[src/rtl/crc16_pkg.sv]
// Shared CRC-16 (0x1021) constants, checker state encoding and the parallel
// one-word update function.
package crc16_pkg;

  localparam logic [15:0] CRC16_POLY = 16'h1021;
  localparam logic [15:0] CRC16_INIT = 16'h0000;

  typedef enum logic [1:0] {
    IDLE    = 2'd0,
    ACTIVE  = 2'd1,
    DISCARD = 2'd2
  } crc_chk_state_e;

  // The update is linear, so the data word is folded into the register first
  // and then sixteen zero bits are shifted through the feedback.
  function automatic logic [15:0] crc16_next(input logic [15:0] crc,
                                             input logic [15:0] data);
    logic [15:0] c;
    c = crc ^ data;
    for (int i = 0; i < 16; i++) begin
      c = c[15] ? ((c << 1) ^ CRC16_POLY) : (c << 1);
    end
    return c;
  endfunction

endpackage

[src/rtl/crc16_next_comb.sv]
// Combinational wrapper around crc16_next so the update equations can be
// synthesised or formally checked on their own.
module crc16_next_comb
  import crc16_pkg::*;
(
  input  logic [15:0] i_crc,
  input  logic [15:0] i_data,
  output logic [15:0] o_crc
);

  assign o_crc = crc16_next(i_crc, i_data);

endmodule

[config.mk]
export PLATFORM = sky130hd
export DESIGN_NAME = crc16_next_comb
export DESIGN_NICKNAME = d
export VERILOG_FILES = /design/src/rtl/crc16_pkg.sv /design/src/rtl/crc16_next_comb.sv
export SDC_FILE = /design/constraint.sdc
export NUM_CORES = 1
export LEC_CHECK = 0
export CORE_MARGIN = 4
export CORE_UTILIZATION = 34
export DETAILED_ROUTE_END_ITERATION = 7
export PLACE_DENSITY = 0.91
export SYNTH_ARGS = -nofsm -noshare
export SYNTH_HDL_FRONTEND = slang
export SYNTH_SLANG_ARGS = --single-unit
[constraint.sdc]
create_clock -name vclk -period 2.5
set_input_delay 0.5 -clock vclk [all_inputs]
set_output_delay 0.5 -clock vclk [all_outputs]
set_load 0.05 [all_outputs]
==> results.md, run 1 <==
* Run status: aborted with a tool error
* Failing step: detailed placement
* Stop err: [ERROR DPL-0038] Utilization greater than 100%, impossible to legalize
* Syn nets at just over 80
* Syn_area_per_cell at 11.4 sq um
* Commonest cells in the synthesized netlist: xnor2_1 (35), xor2_1 (5)
* GP Congestion at slightly below 0.7
* Synth cell types at 8
* Dominant cell type by area after synthesis: xnor2_1
* Post-synth top area share at 0.537
* IO Port Bufs at 48
* Chip height at 49.0 microns
* Die span in x at roughly 49 microns
* Yosys warns at 0
* # rows at 14
* Most frequent cell after synthesis: xnor2_1
* Register area share after synthesis at 0
* Post-Syn Area at about 570 sq um
* Initial Util at 0.370
* Ports at 48
* Synth area leaders: xnor2_1 (54%), xnor2_4 (9.6%), xnor3_2 (8.3%), xnor3_1 (7.9%), xor2_1 (7.7%)
* Synth Instances at 50
stage by stage:
stage | cells | hold WS, ns
after floorplan | 50 | 1.33
after global placement | 141 | 1.93
logic make-up after synthesis:
family	synth area share
xor gates and xnor gates	1.00
==> run 2: changes to the inputs <==
--- a/config.mk
+++ b/config.mk
@@ -5,10 +5,10 @@
 export SDC_FILE = /design/constraint.sdc
 export NUM_CORES = 1
 export LEC_CHECK = 0
-export CORE_MARGIN = 4
-export CORE_UTILIZATION = 34
+export CORE_AREA = 4 4 65 67
 export DETAILED_ROUTE_END_ITERATION = 7
-export PLACE_DENSITY = 0.91
+export DIE_AREA = 0 0 69 71
+export PLACE_DENSITY_LB_ADDON = 0.15
 export SYNTH_ARGS = -nofsm -noshare
 export SYNTH_HDL_FRONTEND = slang
 export SYNTH_SLANG_ARGS = --single-unit
==> run 2 against run 1 <==
Compared with the run above: the run now ends clean; area after synthesis did not move; synthesized cell count unchanged.
==> results.md, run 2 <==
* Post-synth top area share at 0.537
* Core ar. at about 3600 sq um
* CP arrival at between 1.5 and 2 ns
* Unrepaired setup endpoints after global routing: true
* Synth cell types at 8
* Critical path's largest stage delay at approximately 0.52 ns
* Place WS at -0.404 ns
* Synth Instances at 50
* Hold_buf cts at 0
* Fin crit share at 0.993
* Final net count at approximately 170
* Dpl cell area at 1730 sq um
* GRT Total Usage at 0.0767
* Most frequent cell after synthesis: xnor2_1
* WL/cell at around 9.7 microns
* Slew headroom at 0.715
* Yosys warns at 0
* Syn_area_per_cell at 11.4 sq um
* Antenna violations before repair at 0
* Vias per cell at ~3.5
* Area growth syn-to-layout at 235%
* Share of layout cells above drive strength 1 at 0.739
* Sw Ratio at 0.462
* # rows at 22
* Crit-path cells: dlygate4sd2_1 > xnor2_2 > xnor3_2 > xnor2_4 > xnor2_2 > buf_12
* DRC viols at 0
* Final worst slack at between 0.015 and 0.02 ns
* Die span in x at 69 microns
* Initial Util at 0.157
* CP max FO at 3
* Most frequent cells in the layout: buf_4 (35), buf_12 (18), xnor2_2 (16)
* DP HPWL at approximately 1600 microns
* Total grt overflow at 0
* Drt first pass iters at 4
* Chip height at ~70 microns
* Final Util at 0.526
* Syn nets at 82
* Clk pwr share at 0
* Post-Syn Area at 571 sq um
* Ports at 48
* Pwr/cell area at 1260 nW/um^2
* Critical-path top delay cell: xnor3_2
* Die area at between 4000 and 5000 sq um
* GP Congestion at a little over 0.6
* CP Launch Type: input port
* Initial drt markers at 2
* Register area share after synthesis at 0
* IO Port Bufs at 48
* Commonest cells in the synthesized netlist: xnor2_1 (35), xor2_1 (5)
* Hold path cells at 5
* Seq_cells at 0
* Crit path kind: in2out
* Sequential share of power at 0
* Comb pwr share at 1.000
* CP most frequent cell: xnor2_2
* Dominant cell type by area after synthesis: xnor2_1
* FF/Latch Area at 0 sq um
* Tmin final at approximately 2.5 ns
* Final Cell Area at roughly 1900 sq um
* Final-report max-slew violation count at 0
* Most common cell after layout, fill and taps aside: buf_4
* CP Capture Type: output port
* Net Sw Power at 1110 uW
* Fmax at slightly above 400 MHz
* DRT antenna net count at 0
* Hold slack at roughly 1.6 ns
* CP Data Required Time at 2.00 ns
* Final Hold Fails at 0
* Total power at about 2400 uW
* Via count at between 600 and 700
* Pint at roughly 1300 uW
* Worst VDD drop at approximately 670 uV
* Clock buffers at 0
* Largest net degree at the start of global routing at 4
* Worst min path class: in2out
* First-pass GRT wire length at 3180 microns
* Run status: finished clean
* DRT Wirelength at 1800 microns
* Final setup fails at 0
* Vias in the first global route at around 720
* Antenna Cells at 0
* Worst-Margin Slew at approximately 0.42 ns
* Leak at ~0.0009 uW
* Max_cap viols at 0
* Synth area leaders: xnor2_1 (54%), xnor2_4 (9.6%), xnor3_2 (8.3%), xnor3_1 (7.9%), xor2_1 (7.7%)
## run 2: power groups by stage
stage,clock [uW],sequential [uW],combinational (uW)
after floorplan,0,0,1250
after global placement,0,0,2280
after detailed placement,0,0,2290
after CTS,0,0,2420
after global routing,0,0,2500
final,0,0,2410
## run 2: final cells by class
cell class / count / area, sq um
fill: 350 / 1720
multi-input combinational: 50 / 918
tap: 48 / 60.1
timing repair buffer: 88 / 932
## run 2: cell families (layout without fill, tap and decap cells)
kind of cell,count (synthesis),count (layout),synth area share
buf+inv,0,88,0
xor+xnor,50,50,1.00
## run 2: final timing paths
path / slack [ns] / end / startpoint
worst max-delay path: 0.02 / o_crc[6] / i_data[9]
worst min-delay path: 1.57 / o_crc[12] / i_crc[7]
## run 2: per-layer routing
layer,vias up,track usage,wire length [microns]
met4,0,0,0
met2,27,0.149,1010
met3,0,0.0213,136
met1,290,0.0880,654
li1,333,-,-
met5,-,0,0
## run 2: what timing repair did
action	CTS	global route
hold endpoints to repair	0	0
pin swaps	27	14
resized for setup	55	19
setup endpoints to repair	15	11
setup buffers	10	2
## run 2: worst max-delay path: cells and delay by family
kind | cells | cell delay [ns]
XOR/XNOR | 4 | 1.05
buffers and inverters | 2 | 0.43
## run 2: metrics by stage
step | TNS, ns | std cells
6_report | 0 | 186
3_3_place_gp | -3.64 | 174
2_1_floorplan | -0.367 | 50
3_5_place_dp | -3.93 | 174
4_1_cts | 0 | 184
5_1_grt | -0.0355 | 186
Power figures use the tool's default switching activity.
==> run 3: changes to the inputs <==
--- a/config.mk
+++ b/config.mk
@@ -8,6 +8,7 @@
 export CORE_AREA = 4 4 65 67
 export DETAILED_ROUTE_END_ITERATION = 7
 export DIE_AREA = 0 0 69 71
+export GPL_TIMING_DRIVEN = 0
 export PLACE_DENSITY_LB_ADDON = 0.15
 export SYNTH_ARGS = -nofsm -noshare
 export SYNTH_HDL_FRONTEND = slang
==> constraint.sdc (replaced) <==
create_clock -name vclk -period 2.1
set_input_delay 0.42 -clock vclk [all_inputs]
set_output_delay 0.42 -clock vclk [all_outputs]
set_load 0.05 [all_outputs]
==> run 3 against run 2 <==
Compared with the run above: the flow now finishes with violations (setup timing); first-iteration DRC count increased to 5.5 times the previous value; flip-flop and latch count unchanged; routed wire length increased by 4.1%; largest cell class is now multi-input combinational cells; highest routed layer unchanged.
==> results.md, run 3 (same netlist as run 2, synthesis figures left out) <==
* Antenna violations before repair at 0
* CP Launch Type: input port
* Worst min path class: in2out
* Most common cell after layout, fill and taps aside: buf_6
* Initial Util at 0.157
* Drt first pass iters at 2
* IO Port Bufs at 48
* CP max FO at 2
* Max_cap viols at 0
* Hold_sp: i_data[7]
* Final net count at between 150 and 200
* Vias per cell at 3.56
* CP Data Required Time at 1.68 ns
* DRT antenna net count at 0
* Via count at 644
* # rows at 22
* Unrepaired setup endpoints after global routing: true
* Violated checks: setup timing
* DRT Wirelength at between 1500 and 2000 microns
* Hold path cells at 5
* Crit. Startpoint: i_data[0]
* Seq_cells at 0
* Initial drt markers at 11
* Vias in the first global route at 739
* Final setup fails at 10
* Final-report max-slew violation count at 0
* Place WS at -1.32 ns
* Worst-Margin Slew at between 0.2 and 0.3 ns
* Run status: finished with violations
* Fill cells at about 330
* Largest net degree at the start of global routing at 4
* Placed insts at approximately 150
* Met2 Use GR at 0.168
* DRC viols at 0
* Final Hold Fails at 0
* Chip height at slightly above 70 microns
* Ports at between 40 and 50
* Share of layout cells above drive strength 1 at 0.917
* Hold Path End: o_crc[12]
* GR Util met3 at 0.0114
* Leak at between 0.0008 and 0.0009 uW
* Met1 global-route usage at 0.0771
* Slew headroom at 0.812
* Pwr/cell area at 1360 nW/um^2
* Multi-input gate area at about 1100 sq um
* Final worst slack at -0.230 ns
* Clock buffers at 0
* DP HPWL at around 1400 microns
* Final non-filler cell total at about 180
* Hold_buf cts at 0
* Antenna Cells at 0
* Crit path kind: in2out
* CP Capture Type: output port
* FF/Latch Area at 0 sq um
* Tmin final at 2.33 ns
* Area growth syn-to-layout at 242%
* Total grt overflow at 0
* GRT Total Usage at 0.0761
* Fmax at 429 MHz
* Total power at between 2000 and 3000 uW
* WL/cell at around 10 microns
* Worst VDD drop at between 600 and 700 uV
* First-pass GRT wire length at 3130 microns
* CP arrival at 1.91 ns
* GP Congestion at approximately 0.6
* Fin crit share at 1.11
* Most frequent cells in the layout: buf_6 (25), xnor2_4 (24), buf_4 (23)
* Die area at ~4900 sq um
* GRT busiest layer: met2
* Core ar. at approximately 3600 sq um
* Die span in x at roughly 69 microns
run 3: cell types whose count changed in the layout (fill, tap and decap cells not counted), moves of 3 or more:
cell	before	now
buf_6	3	25
buf_12	18	5
buf_4	35	23
xnor2_4	13	24
buf_2	5	11
buf_8	0	6
clkdlybuf4s15_1	6	0
xnor2_1	9	3
dlygate4sd2_1	11	6
xnor2_2	16	11
clkbuf_2	3	6
clkdlybuf4s50_1	3	0
dlymetal6s2s_1	3	0
run 3: worst max path at each step:
stage / cells after the start / end / slack, ns
global placement: 6 / o_crc[14] / -1.30
detailed placement: 6 / o_crc[14] / -1.32
floorplan: 4 / o_crc[5] / -0.28
global route: 6 / o_crc[5] / -0.28
CTS: 7 / o_crc[5] / -0.28
finish: 6 / o_crc[5] / -0.23
run 3: metal layers:
metal,vias up,routed length [microns]
met5,-,0
met2,25,1200
met3,0,129
met1,299,543
met4,0,0
li1,320,-
run 3: power breakdown:
part	internal (uW)	switching (uW)	total [uW]
Combinational	1340	1320	2650
Clock	0	0	0
Sequential	0	0	0
Total	1340	1320	2650
run 3: area by class of cell:
type	count	area share
multi-input cells	50	0.565
repair buffers	83	0.404
well taps	48	0.0308
run 3: critical path, stage by stage:
cell and delay (ns):
buf_8 0.10, xnor2_4 0.15, xnor3_1 0.43, xor3_2 0.45, xnor2_4 0.18, buf_6 0.17
run 3: stage by stage:
| stage | TNS (ns) | hold WS (ns) | utilization | instance area [sq um] |
|---|---|---|---|---|
| global route | -1.78 | 1.39 | 0.537 | 1950 |
| CTS | -1.41 | 1.55 | 0.494 | 1800 |
| global placement | -18.30 | 2.28 | 0.388 | 1410 |
| floorplan | -1.65 | 1.15 | - | 870 |
| detailed placement | -18.34 | 2.29 | 0.388 | 1410 |
| finish | -1.17 | 1.35 | 0.537 | 1950 |
run 3: repair_timing:
item | 4_1_cts | 5_1_grt
buffers inserted | 27 | 11
gates cloned | 0 | 0
endpoints found under the setup margin | 16 | 15
pin swaps | 31 | 24
gates resized for setup | 231 | 45
==> run 4: changes to the inputs <==
--- a/config.mk
+++ b/config.mk
@@ -8,7 +8,6 @@
 export CORE_AREA = 4 4 65 67
 export DETAILED_ROUTE_END_ITERATION = 7
 export DIE_AREA = 0 0 69 71
-export GPL_TIMING_DRIVEN = 0
 export PLACE_DENSITY_LB_ADDON = 0.15
 export SYNTH_ARGS = -nofsm -noshare
 export SYNTH_HDL_FRONTEND = slang
==> run 4 against run 3 <==
Compared with the run above: the flow still finishes with violations (setup timing); utilization increased by 3.4 points; critical path depth increased by 1; sequential share of layout area unchanged; worst hold slack improved by 0.16 ns; via count increased by 2.0%; total power increased by 14%; routed wire length decreased by 0.59%; combinational power increased by 14%; global-route usage increased by 0.46 points; first-iteration DRC count increased by 9.1%; largest cell class unchanged; largest power group unchanged.
==> results.md, run 4 (same netlist as run 2, synthesis figures left out) <==
* Die span in x at around 70 microns
* Hold slack at approximately 1.5 ns
* Most frequent cells in the layout: buf_4 (30), xnor2_4 (20), buf_12 (18)
* Clock buffers at 0
* Fin crit share at 1.08
* Run status: finished with violations
* Hold_buf cts at 0
* Crit. Startpoint: i_crc[15]
* GRT busiest layer: met2
* CP arrival at 1.85 ns
* GR Util met3 at 0.0128
* IO Port Bufs at 48
* Largest net degree at the start of global routing at 5
* Pint at about 1700 uW
* Clk pwr share at 0
* First-pass GRT wire length at 3340 microns
* Core ar. at approximately 3600 sq um
* CP max FO at 4
* DRT Wirelength at around 1900 microns
* Antenna violations before repair at 0
* Final Util at 0.572
* Drt first pass iters at 2
* Leak at around 0.00094 uW
* Total power at 3030 uW
* CP Capture Type: output port
* Final setup fails at 9
* Net Sw Power at 1380 uW
* Ports at 48
* Met2 Use GR at 0.161
* Fmax at roughly 440 MHz
* Share of layout cells above drive strength 1 at 0.927
* Worst-Margin Slew at around 0.28 ns
* Area growth syn-to-layout at 264%
* GRT Total Usage at 0.0807
* Sw Ratio at 0.454
* CP Launch Type: input port
* GP Congestion at 0.630
* Slew headroom at 0.811
* CP Data Required Time at between 1.5 and 2 ns
* Worst min path class: in2out
* Die area at 4900 sq um
* Most common cell after layout, fill and taps aside: buf_4
* Met1 global-route usage at 0.0904
* Violated checks: setup timing
* DP HPWL at 1610 microns
* FF/Latch Area at 0 sq um
* Vias per cell at ~3.6
* Multi-input gate area at around 1100 sq um
* Hold_sp: i_crc[7]
* Final Hold Fails at 0
* Final net count at between 150 and 200
* Antenna Cells at 0
* # rows at 22
* Initial Util at 0.157
* DRC viols at 0
* Seq_cells at 0
* Comb pwr share at 1.000
* Final worst slack at -0.167 ns
* Via count at 657
* DRT antenna net count at 0
* Tmin final at 2.27 ns
* Crit path kind: in2out
* Chip height at just over 70 microns
* Fill cells at around 320
* WL/cell at 10.1 microns
* Pwr/cell area at approximately 1500 nW/um^2
* Sequential share of power at 0
* Unrepaired setup endpoints after global routing: true
* Total grt overflow at 0
* Initial drt markers at 12
* Worst VDD drop at around 700 uV
* Final-report max-slew violation count at 0
* Vias in the first global route at about 760
* Max_cap viols at 0
## run 4: worst paths after layout
| kind | end | slack, ns | depth (start not counted) |
|---|---|---|---|
| max | o_crc[5] | -0.17 | 7 |
| min | o_crc[12] | 1.51 | 6 |
## run 4: final cells by class
type / count / share of cell area
multi-input cells: 50 / 0.523
repair buffers: 87 / 0.448
well taps: 48 / 0.0289
## run 4: layer usage
layer | up-vias | share of wire
met2 | 27 | 0.63
met1 | 301 | 0.30
met4 | 0 | 0.0075
met3 | 2 | 0.056
li1 | 327 | -
met5 | - | 0
## run 4: what timing repair did
action                     CTS  global route
pin swaps                   38            22
setup endpoints to repair   16            15
buffers inserted             8             5
resized for setup          112            34
## run 4: through the flow
| stage | std cells | worst slack [ns] | cell area (sq um) | TNS, ns |
|---|---|---|---|---|
| 2_1_floorplan | 50 | -0.279 | 870 | -1.65 |
| 3_3_place_gp | 177 | -0.630 | 1800 | -7.62 |
| 3_5_place_dp | 177 | -0.658 | 1800 | -7.91 |
| 4_1_cts | 183 | -0.177 | 2020 | -1.39 |
| 5_1_grt | 185 | -0.212 | 2080 | -1.33 |
| 6_report | 185 | -0.167 | 2080 | -0.858 |
## run 4: power groups by stage
stage	registers, uW	logic [uW]	clock network, uW
after floorplan	0	1540	0
after global placement	0	2780	0
after detailed placement	0	2790	0
after CTS	0	3020	0
after global routing	0	3150	0
final	0	3030	0
## run 4: worst max-delay path, stage by stage
cell	delay (ns)
buf_8	0.10
xor2_4	0.17
buf_6	0.13
xnor3_1	0.37
xor3_2	0.32
xnor2_4	0.18
buf_12	0.15
